[config.mk]
export PLATFORM = sky130hd
export DESIGN_NAME = mem_port_arb
export DESIGN_NICKNAME = d
export VERILOG_FILES = /design/src/rtl/mem_port_arb_pkg.sv /design/src/rtl/mem_port_arb_starve_cnt.sv /design/src/rtl/mem_port_arb.sv
export SDC_FILE = /design/constraint.sdc
export NUM_CORES = 1
export LEC_CHECK = 0
export BUFFER_PORTS_ARGS = -buffer_cell sky130_fd_sc_hd__buf_2
export CELL_PAD_IN_SITES_DETAIL_PLACEMENT = 2
export CELL_PAD_IN_SITES_GLOBAL_PLACEMENT = 2
export CORE_AREA = 5 5 124 126
export DETAILED_ROUTE_END_ITERATION = 10
export DIE_AREA = 0 0 129 131
export PLACE_DENSITY = 0.95
export SLEW_MARGIN = 20
export SYNTH_ARGS = -nofsm -noshare
export SYNTH_HDL_FRONTEND = slang
export SYNTH_SLANG_ARGS = --single-unit
[constraint.sdc]
create_clock -name clk -period 3.79 [get_ports clk]
set_input_delay 0.379 -clock clk [delete_from_list [all_inputs] [get_ports clk]]
set_output_delay 0.379 -clock clk [all_outputs]
set_load 0.02 [all_outputs]
[src/rtl/mem_port_arb_pkg.sv]
// Shared definitions for the IF/MEM single-port memory arbiter:
// state and port-select encodings plus default timing parameters.
package mem_port_arb_pkg;

  typedef enum logic [1:0] {
    ARB_IDLE   = 2'b00,
    ARB_BUSY_I = 2'b01,
    ARB_BUSY_D = 2'b10
  } arb_state_t;

  typedef enum logic {
    PORT_IF = 1'b0,
    PORT_DM = 1'b1
  } port_sel_t;

  localparam int DEF_MEM_LAT    = 1;
  localparam int DEF_STARVE_MAX = 4;
  localparam int CNT_W          = 3;
  localparam int STARVE_W       = 4;

  // The busy state already records which port owns the memory.
  function automatic port_sel_t state_port(input arb_state_t s);
    return (s == ARB_BUSY_D) ? PORT_DM : PORT_IF;
  endfunction

endpackage

[src/rtl/mem_port_arb_starve_cnt.sv]
// Saturating counter of consecutive data grants taken while a fetch waits.
module arb_starve_cnt #(
  parameter int W   = 4,
  parameter int MAX = 4
) (
  input  logic clk,
  input  logic rst,
  input  logic inc,
  input  logic clr,
  output logic sat
);

  localparam logic [W-1:0] MAX_C = W'(MAX);

  logic [W-1:0] cnt;

  always_ff @(posedge clk or negedge rst) begin
    if (!rst) begin
      cnt <= '0;
    end else if (clr) begin
      cnt <= '0;
    end else if (inc && (cnt != MAX_C)) begin
      cnt <= cnt + W'(1);
    end
  end

  assign sat = (cnt == MAX_C);

endmodule

[src/rtl/mem_port_arb.sv]
// Shares one single-port memory between instruction fetch and load/store,
// sequencing the fixed read latency and producing ready pulses and stalls.
module mem_port_arb
  import mem_port_arb_pkg::*;
#(
  parameter int ADDR_W     = 10,
  parameter int DATA_W     = 32,
  parameter int MEM_LAT    = DEF_MEM_LAT,
  parameter int STARVE_MAX = DEF_STARVE_MAX
) (
  input  logic              clk,
  input  logic              rst,
  input  logic              if_req,
  input  logic [ADDR_W-1:0] if_addr,
  output logic [DATA_W-1:0] if_rdata,
  output logic              if_ready,
  input  logic              dm_req,
  input  logic              dm_we,
  input  logic [ADDR_W-1:0] dm_addr,
  input  logic [DATA_W-1:0] dm_wdata,
  output logic [DATA_W-1:0] dm_rdata,
  output logic              dm_ready,
  output logic              mem_en,
  output logic              mem_we,
  output logic [ADDR_W-1:0] mem_addr,
  output logic [DATA_W-1:0] mem_wdata,
  input  logic [DATA_W-1:0] mem_rdata,
  output logic              stall_if,
  output logic              stall_mem
);

  localparam logic [CNT_W-1:0] LAT_C = CNT_W'(MEM_LAT);

  arb_state_t        state;
  logic [CNT_W-1:0]  cnt;
  logic              lat_we;
  logic [DATA_W-1:0] if_rdata_q;
  logic [DATA_W-1:0] dm_rdata_q;

  logic      idle;
  logic      done;
  logic      starve_sat;
  logic      starve_inc;
  logic      grant_i;
  logic      grant_d;
  port_sel_t sel;

  assign idle = (state == ARB_IDLE);
  assign sel  = state_port(state);
  assign done = !idle && (cnt == LAT_C);

  // Data wins contention until the waiting fetch has been passed over STARVE_MAX times.
  always_comb begin
    grant_d    = 1'b0;
    grant_i    = 1'b0;
    starve_inc = 1'b0;
    if (idle) begin
      if (dm_req && (!if_req || !starve_sat)) begin
        grant_d    = 1'b1;
        starve_inc = if_req;
      end else if (if_req) begin
        grant_i = 1'b1;
      end
    end
  end

  arb_starve_cnt #(
    .W   (STARVE_W),
    .MAX (STARVE_MAX)
  ) u_starve (
    .clk (clk),
    .rst (rst),
    .inc (starve_inc),
    .clr (grant_i),
    .sat (starve_sat)
  );

  always_ff @(posedge clk or negedge rst) begin
    if (!rst) begin
      state      <= ARB_IDLE;
      cnt        <= '0;
      lat_we     <= 1'b0;
      if_rdata_q <= '0;
      dm_rdata_q <= '0;
    end else begin
      unique case (state)
        ARB_IDLE: begin
          cnt <= '0;
          if (grant_d) begin
            state  <= ARB_BUSY_D;
            lat_we <= dm_we;
          end else if (grant_i) begin
            state  <= ARB_BUSY_I;
            lat_we <= 1'b0;
          end
        end
        ARB_BUSY_I, ARB_BUSY_D: begin
          if (done) begin
            state <= ARB_IDLE;
            cnt   <= '0;
            if (sel == PORT_IF) begin
              if_rdata_q <= mem_rdata;
            end else if (!lat_we) begin
              dm_rdata_q <= mem_rdata;
            end
          end else begin
            cnt <= cnt + CNT_W'(1);
          end
        end
        default: begin
          state <= ARB_IDLE;
          cnt   <= '0;
        end
      endcase
    end
  end

  // Memory side is driven from the owning port; everything reads as zero when idle.
  always_comb begin
    mem_en    = !idle && (cnt == '0);
    mem_we    = 1'b0;
    mem_addr  = '0;
    mem_wdata = '0;
    case (state)
      ARB_BUSY_I: begin
        mem_addr = if_addr;
      end
      ARB_BUSY_D: begin
        mem_addr  = dm_addr;
        mem_wdata = dm_wdata;
        mem_we    = mem_en && dm_we;
      end
      default: begin
        mem_addr = '0;
      end
    endcase
  end

  always_comb begin
    if_ready  = done && (sel == PORT_IF);
    dm_ready  = done && (sel == PORT_DM);
    if_rdata  = if_ready ? mem_rdata : if_rdata_q;
    dm_rdata  = (dm_ready && !lat_we) ? mem_rdata : dm_rdata_q;
    stall_if  = if_req && !if_ready;
    stall_mem = dm_req && !dm_ready;
  end

endmodule

# == After elaboration in Yosys (flattened, before gate mapping) ==
# Index checks and enable logic that the tools add are counted.
# totals
in_bits,89
ff_bits,74
# op_classes
reduce_logical,26
n_eq_ne,7
n_addsub,2
bitwise,2
muxes,23
# ops
cell,n
$mux 32,3
$pmux 10 s2,1
$mux 1,11
$logic_and 1x1->1,10
$mux 4,2
$logic_not 1->1,6
$mux 2,3
$mux 3,2
$add 4x1->4 const B,1
$eq 4x3->1 const B,1
$ne 4x3->1 const B,1
$pmux 2 s2,1
$reduce_and 2->1,2
$reduce_and 4->1,1
$reduce_bool 2->1,2
$add 3x1->3 const B,1
$eq 3x1->1 const B,1
$logic_not 3->1,1
$ne 3x1->1 const B,1
$reduce_and 3->1,1
$eq 2x1->1 const B,1
$eq 2x2->1 const B,1
$logic_not 2->1,1
$ne 2x2->1 const B,1
other kinds (3),4

# == Logic depth before layout (Yosys ltp) ==
# Gate-level depths: netlist of run 1.
# depth
depth_word,9
depth_mapped,9

# == Cells and area by module ==
# A second synthesis of run 1 with hierarchy kept.
# unflattened
cells_unflattened,336
area_unflattened_um2,4276.6
# modules_own_cells
mod,n_inst,area_per_inst_um2,cells_each
mem_port_arb,1,4042.6,312
arb_starve_cnt,1,234.0,24

# == Least setup slack after synthesis of run 1 ==
# Ideal clock, no wire load.
# synth_path
path_kind,reg-to-output
start,reg state[0]
end,out if_rdata[23]
path_buffers,3
required_time_ps,3411
path_stages_with_launch,9
arrival_ps,2234
setup_slack_ps,1177
cell_sequence,dfrtp_1 > inv_1 > ha_1 > buf_6 > or3b_1 > buf_2 > nor2_1 > buf_2 > mux2_2
# synth_via
elab_chain_cells,5
elab_cells_between_ends,8
# synth_lines
item,line_no,text
"start, declared",mem_port_arb.sv:34,arb_state_t state;
"start signal, assigned",mem_port_arb.sv:80,state <= ARB_IDLE;
"start signal, assigned",mem_port_arb.sv:90,state <= ARB_BUSY_D;
"start signal, assigned",mem_port_arb.sv:93,state <= ARB_BUSY_I;
$eq 2x2->1 / $logic_not 2->1 (equally long branches),"mem_port_arb_pkg.sv:23, mem_port_arb.sv:48",
$mux 1 / $logic_not 1->1 (equally long branches),"mem_port_arb_pkg.sv:23, mem_port_arb.sv:50",
$not 1->1 (no line) / $logic_and 1x1->1 (equally long branches),-,
$logic_and 1x1->1 (*),mem_port_arb.sv:140,if_ready = done && (sel == PORT_IF);
via if_ready,mem_port_arb.sv:16,"output logic if_ready,"
$mux 32 (*),mem_port_arb.sv:142,if_rdata = if_ready ? mem_rdata : if_rdata_q;
"end, declared",mem_port_arb.sv:15,"output logic [DATA_W-1:0] if_rdata,"
# The timed path passes the listed nets; every way through them passes the cells marked *.

# == Final worst setup path of run 1 ==
# layout_path
start,reg state[0]
end,out if_rdata[23]
# layout_via
elab_chain_cells,5
elab_cells_between_ends,8
# layout_lines
item,line_no
$eq 2x2->1 / $logic_not 2->1 (equally long branches),"mem_port_arb_pkg.sv:23, mem_port_arb.sv:48"
$mux 1 / $logic_not 1->1 (equally long branches),"mem_port_arb_pkg.sv:23, mem_port_arb.sv:50"
$not 1->1 (no line) / $logic_and 1x1->1 (equally long branches),-
$logic_and 1x1->1 (*),mem_port_arb.sv:140
$mux 32 (*),mem_port_arb.sv:142
# Mark *: on every way between the ends. The rest lies on a longest branch, timed or not.

==> key figures, run 1 <==
Global route
  – Largest net degree at the start of global routing: 75
  – Global-route wire length before repair: 22100 um
  – Gr usage total: 16.8%
  – Vias in the first global route: 3966
  – GRT overflow: 0
  – Initial antenna violation count: 0

Synthesis
  – Post-synthesis sequential area ratio: 43.2%
  – Syn Inst Count: 337
  – Ys async rst share: 100%
  – Syn nets: 434
  – Post-synth EDFFs: 0
  – Register bit count reported by yosys: 74
  – Synth area leaders: dfrtp_1 43%, mux2_2 26%, mux2_4 11%
  – Share of the synthesized area in the top cell type: 43.2%
  – Syn. warnings: 0
  – Synth unique cells: 30
  – Area leader, netlist: dfrtp_1
  – Most numerous cell in the Yosys netlist: mux2_2
  – Synthesized area: 0.00429 mm2
  – Post-synth top flop: dfrtp_1
  – Synth cell count leaders: 98 x mux2_2, 74 x dfrtp_1, 33 x and2_1, 30 x mux2_4, 13 x nor2b_1
  – Avg Cell Area, Syn: 12.7 um2

Finish
  – Nets: 627
  – Syn-to-layout area delta: 34.5%
  – Fraction of layout cells with a size suffix above 1: 66.0%
  – Number of fill cells: 1518
  – Antenna diodes: 0

Place
  – Gpl congestion: 0.790
  – Pre-CTS setup slack: 0.995 ns
  – Number of port buffers: 200
  – Dpl hpwl: 11000 um

Worst hold path
  – HP Class: in -> async

Worst setup path
  – Type of origin of the critical path: flop
  – Worst path max stage delay: 0.52 ns
  – Crit path required time: 3.41 ns
  – Arrival time worst endpoint: 2.74 ns
  – Crit path capture type: primary output
  – Critical path peak fanout: 34
  – CP Cell Sequence: inv_1, ha_1, or3b_1, nor2_4, buf_4, mux2_2, buf_2
  – Slowest-stage cell, CP: or3b_1
  – CP bufs+invs: 3
  – WS Path Type: reg -> out
  – Critical path's top delay family: buffers and inverters

CTS
  – Clk buf depth: 2
  – CTS Sinks: 74
  – Clock Tree Root: clkbuf_16
  – CTS clk-pin slew, worst paths: 0.07 ns
  – CTS buffer count: 9
  – CTS tree: built
  – Post-CTS setup buffers: 0
  – Hold_buf cts: 0
  – H-Tree Level Count: 3
  – Clk_lat worst skew: 0.33 ns
  – # resized after CTS: 0

Job
  – Max-cap viol count: 0

STA
  – Final WS setup: 0.675 ns
  – Max_slew headroom: 34.8%
  – Number of setup violations in the final report: 0
  – Fmax: 0.321 GHz
  – Worst Skew: 0.00674 ns
  – Tightest Pin Transition: 0.979 ns
  – Final Hold Fails: 0
  – Max Slew Vio Count: 0
  – Tcrit/Tclk final: 82.2%
  – Final setup TNS: 0 ns
  – Worst Hold Slack: 0.195 ns
  – Tmin final: 3.11 ns
  – RSZ-0062 raised after global routing: no

Die
  – # rows: 44
  – Initial Util: 30.2%
  – Core ar.: 0.0142 mm2
  – I/O Pins: 201
  – Die W: 129 um
  – Die Y: 131 um
  – Die area: 0.0169 mm2

Detailed routing
  – DRC viols: 0
  – Wirelength per Cell: 19.8 um
  – Initial DRC Count: 78
  – Antenna Nets Post-Route: 0
  – Post-Route WL: 14200 um
  – DRT Pass-1 Iters: 4
  – DR vias: 3387
  – Vias per cell: 4.71

Power
  – Peak supply drop: 0.299 mV
  – Pwr dens: 883 mW/mm2
  – Static leakage: 2.97 nW
  – Tot Pwr: 5.09 mW

Outcome
  – Status: finished, final reports clean
layer usage:
layer	vias up	routed length (um)	part of all wire (%)	global-route usage, %
met5	-	0	0	0
met4	0	272	1.9	4.94
met3	23	506	3.6	2.76
met2	82	8250	58	32.6
met1	1707	5200	37	18.6
li1	1575	-	-	-
where the power goes:
group          total (mW)  switching [mW]  internal (mW)
registers            1.40           0.235           1.17
clock network       0.927           0.346          0.581
logic                2.76            1.50           1.26
registers in the layout, indices dropped and copies added, names as in the netlist:
signal,cells
dm_rdata_q,32
lat_we,1
u_starve.cnt,4
state,2
if_rdata_q,32
cnt,3
final timing paths:
kind                                  end           start  slack [ns]  cells past startpoint
max                          if_rdata[23]        state[0]        0.68                      7
min                         if_rdata_q[6]             rst        0.19                      1
max reg2reg                if_rdata_q[22]        state[0]        1.18                      6
min reg2reg                dm_rdata_q[26]  dm_rdata_q[26]        0.50                      1
max in group asynchronous  if_rdata_q[30]             rst        2.95                      1
min in group clk            if_rdata_q[8]    mem_rdata[8]        0.32                      2
final cells by class:
type / instances / area, um2 / share of cell area (%)
inverter: 8 / 30.0 / 0.521
timing repair buffer: 205 / 1040 / 18.1
tap: 184 / 230 / 4.00
clock buffer: 9 / 225 / 3.91
multi-input combinational: 232 / 2280 / 39.6
sequential: 74 / 1850 / 32.1
clock inverter: 7 / 101 / 1.76
stage by stage:
step	area, um2	utilization [%]	std cells
after global placement	5440	38.3	703
after CTS	5760	40.6	719
after floorplan	4290	-	337
after detailed placement	5440	38.3	703
final	5760	40.6	719
after global routing	5760	40.6	719
logic make-up after synthesis:
| family | Yosys count | share of synthesized area [%] |
|---|---|---|
| XOR/XNOR | 1 | 0.204 |
| buffers and inverters | 31 | 3.88 |
| AND/OR/NAND/NOR | 75 | 10.9 |
| multiplexers | 128 | 36.3 |
| flip-flops | 74 | 43.2 |
| adder cells (fa/ha/maj) | 8 | 2.34 |
| AO/OA/AOI/OAI | 20 | 3.24 |
cells in the final DEF (no fill, tap or decap), drive strengths merged, types with 4 or more instances in the layout:
master and instances:
a22oi 10, and2 33, buf 205, clkbuf 9
dfrtp 74, ha 8, inv 9, mux2 128
nand2 5, nand3 5, nor2 4, nor2b 13
Note: power is estimated with default switching activity, not from simulation.
==> inputs of run 2 (changes only) <==
--- a/config.mk
+++ b/config.mk
@@ -5,13 +5,14 @@
 export SDC_FILE = /design/constraint.sdc
 export NUM_CORES = 1
 export LEC_CHECK = 0
+export ABC_AREA = 1
 export BUFFER_PORTS_ARGS = -buffer_cell sky130_fd_sc_hd__buf_2
 export CELL_PAD_IN_SITES_DETAIL_PLACEMENT = 2
 export CELL_PAD_IN_SITES_GLOBAL_PLACEMENT = 2
-export CORE_AREA = 5 5 124 126
+export CORE_AREA = 5 5 139 141
 export DETAILED_ROUTE_END_ITERATION = 10
-export DIE_AREA = 0 0 129 131
-export PLACE_DENSITY = 0.95
+export DIE_AREA = 0 0 144 146
+export PLACE_DENSITY = 0.9
 export SLEW_MARGIN = 20
 export SYNTH_ARGS = -nofsm -noshare
 export SYNTH_HDL_FRONTEND = slang
==> constraint.sdc (replaced) <==
create_clock -name clk -period 3.1 [get_ports clk]
set_input_delay 0.31 -clock clk [delete_from_list [all_inputs] [get_ports clk]]
set_output_delay 0.31 -clock clk [all_outputs]
set_load 0.02 [all_outputs]
==> key figures, run 2 <==
Outcome
  – Status: complete, but fails checks
  – Failing checks: negative hold slack

Power
  – Peak supply drop: 0.368 mV (+23%)
  – Pwr dens: 1100 mW/mm2 (+25%)
  – Tot Pwr: 6.12 mW (+20%)
  – Static leakage: 3.44 nW (+16%)

Die
  – Die W: 144 um (+12%)
  – Die Y: 146 um (+11%)
  – I/O Pins: 201 (unchanged)
  – Initial Util: 22.7% (-7.5 points)
  – # rows: 49 (+11%)
  – Core ar.: 0.0178 mm2 (+26%)
  – Die area: 0.0210 mm2 (+24%)

Worst setup path
  – Type of origin of the critical path: flop
  – Crit path required time: 2.79 ns (-0.62 ns)
  – CP bufs+invs: 3 (unchanged)
  – Crit path capture type: primary output
  – Critical path's top delay family: buffers and inverters
  – CP Cell Sequence: inv_1, ha_1, nor2_2, nand2_2, nor2_4, inv_2, nand2_1, nand2_1, buf_2
  – WS Path Type: reg -> out
  – Arrival time worst endpoint: 2.29 ns (-0.45 ns)
  – Critical path peak fanout: 33 (-2.9%)
  – Slowest-stage cell, CP: inv_2
  – Worst path max stage delay: 0.50 ns (-0.02 ns)
  – Crit-path most repeated cell: nand2_1

STA
  – Max Slew Vio Count: 0 (unchanged)
  – Tmin final: 2.60 ns
  – RSZ-0062 raised after global routing: no
  – Tcrit/Tclk final: 83.7%
  – Final setup TNS: 0 ns (unchanged)
  – Max_slew headroom: 52.3% (+18 points)
  – Number of setup violations in the final report: 0 (unchanged)
  – Worst Hold Slack: -0.00303 ns (-0.198 ns)
  – Fmax: 0.385 GHz
  – Final Hold Fails: 2 (+2)
  – Tightest Pin Transition: 0.716 ns (-0.263 ns)
  – Worst Skew: 0.00880 ns (+0.00206 ns)
  – Final WS setup: 0.504 ns (-0.171 ns)

Synthesis
  – Ys async rst share: 100% (unchanged)
  – Post-synthesis mux area share: 0% (-36 points)
  – Most numerous cell in the Yosys netlist: nand2_1
  – Post-Synth XOR/XNOR Area: 0.433% (+0.23 points)
  – Post-synthesis sequential area ratio: 45.8% (+2.6 points)
  – Synth cell count leaders: 367 x nand2_1, 74 x dfrtp_1, 46 x inv_1, 40 x nand3_1, 11 x buf_2
  – Post-synth top flop: dfrtp_1
  – Post-synth EDFFs: 0 (unchanged)
  – Compound-Gate Fraction of Synth Area: 1.61% (-1.6 points)
  – Share of the synthesized area in the top cell type: 45.8% (+2.6 points)
  – Register bit count reported by yosys: 74 (unchanged)
  – Area leader, netlist: dfrtp_1
  – Synth area leaders: dfrtp_1 46%, nand2_1 34%, nand3_1 5.0%
  – Avg Cell Area, Syn: 6.79 um2 (-47%)
  – Synthesized area: 0.00404 mm2 (-5.7%)
  – Syn. warnings: 0 (unchanged)
  – Simple-Gate Fraction of Synth Area: 41.0% (+30 points)
  – Main combinational cell family by area after synthesis: simple AND/OR/NAND/NOR gates
  – Synth Area in Adders: 2.48% (+0.14 points)
  – Syn nets: 692 (+59%)
  – Syn Inst Count: 595 (+77%)
  – Synth unique cells: 21 (-30%)

CTS
  – Clk_lat worst skew: 0.34 ns (about the same)
  – Post-CTS setup buffers: 0 (unchanged)
  – CTS tree: built
  – CTS buffer count: 9 (unchanged)
  – Clk buf depth: 2 (unchanged)
  – # resized after CTS: 0 (unchanged)
  – Hold_buf cts: 0 (unchanged)
  – Clock Tree Root: clkbuf_16
  – CTS clk-pin slew, worst paths: 0.06 ns (about the same)
  – CTS Sinks: 74 (unchanged)
  – H-Tree Level Count: 3 (unchanged)

Detailed routing
  – Post-Route WL: 15800 um (+11%)
  – Antenna Nets Post-Route: 0 (unchanged)
  – DR vias: 4470 (+32%)
  – Initial DRC Count: 181 (+130%)
  – Wirelength per Cell: 15.5 um (-22%)
  – Vias per cell: 4.38 (-7.0%)
  – DRC viols: 0 (unchanged)
  – DRT Pass-1 Iters: 4 (unchanged)

Finish
  – Regs by FF count: dm_rdata_q: 32 flops, if_rdata_q: 32 flops, u_starve.cnt: 4 flops
  – Area of the multi-input gates: 0.00184 mm2 (-19%)
  – Antenna diodes: 0 (unchanged)
  – Post-layout util: 31.1% (-9.5 points)
  – Register area: 0.00185 mm2 (unchanged)
  – Final cell count without fillers: 1020 (+42%)
  – Nets: 883 (+41%)
  – Fraction of layout cells with a size suffix above 1: 29.3% (-37 points)
  – Post-route cell area: 0.00555 mm2 (-3.7%)
  – Commonest non-fill, non-tap cell in the layout: nand2_1
  – Number of fill cells: 2189 (+44%)
  – Syn-to-layout area delta: 37.3%
  – Most frequent cells in the layout: 367 x nand2_1, 199 x buf_2, 74 x dfrtp_1, 46 x inv_1, 40 x nand3_1

Global route
  – Initial antenna violation count: 0 (unchanged)
  – Vias in the first global route: 5082 (+28%)
  – Gr usage total: 15.4% (-1.4 points)
  – Largest net degree at the start of global routing: 75 (unchanged)
  – GRT overflow: 0 (unchanged)
  – Global-route wire length before repair: 25700 um (+16%)

Place
  – Placed inst area: 0.00523 mm2 (-3.7%)
  – Dpl hpwl: 12200 um (+11%)
  – Number of port buffers: 200 (unchanged)
  – Placed Cells: 1004 (+43%)
  – Pre-CTS setup slack: 0.793 ns (-0.202 ns)
  – Gpl congestion: 0.713 (-9.8%)

Job
  – Max-cap viol count: 0 (unchanged)

Worst hold path
  – HP Class: in -> async
==> run 2: kinds of logic (layout without fill, tap and decap cells) <==
logic type / count (synthesis) / in the layout
AND/OR/NAND/NOR: 420 / 420
buffers and inverters: 78 / 274
flip-flops: 74 / 74
AO/OA/AOI/OAI: 13 / 13
adder cells (fa/ha/maj): 8 / 8
XOR/XNOR: 2 / 2
==> run 2: layout make-up <==
cell class	count	area share (%)
multi-input cells	443	33.1
flip-flops and latches	74	33.4
inverters	49	3.31
well taps	229	5.16
repair buffers	209	19.4
clock inverters	6	1.33
clock buffers	10	4.31
==> run 2: worst paths after layout <==
path | start | endpoint | slack (ns) | cells past startpoint
max in group asynchronous | rst | if_rdata_q[4] | 2.61 | 1
min reg2reg | if_rdata_q[28] | if_rdata_q[28] | 0.47 | 2
min in group clk | mem_rdata[19] | dm_rdata_q[19] | 0.21 | 3
max reg2reg | state[0] | if_rdata_q[23] | 0.91 | 9
max | state[0] | if_rdata[15] | 0.50 | 9
min | rst | if_rdata_q[24] | -0.003 | 1
==> run 2: routing by layer <==
metal	wire, um	GRT usage (%)
met5	0	0
met4	134	3.39
met3	1470	6.15
met2	8040	27.9
met1	6130	16.7
==> run 2: report_power, final <==
part	total (mW)	internal [mW]	switching [mW]	leakage, nW
sequential	1.66	1.43	0.227	0.878
combinational	3.36	1.01	2.34	2.42
clock	1.10	0.655	0.449	0.147
total	6.12	3.10	3.02	3.44
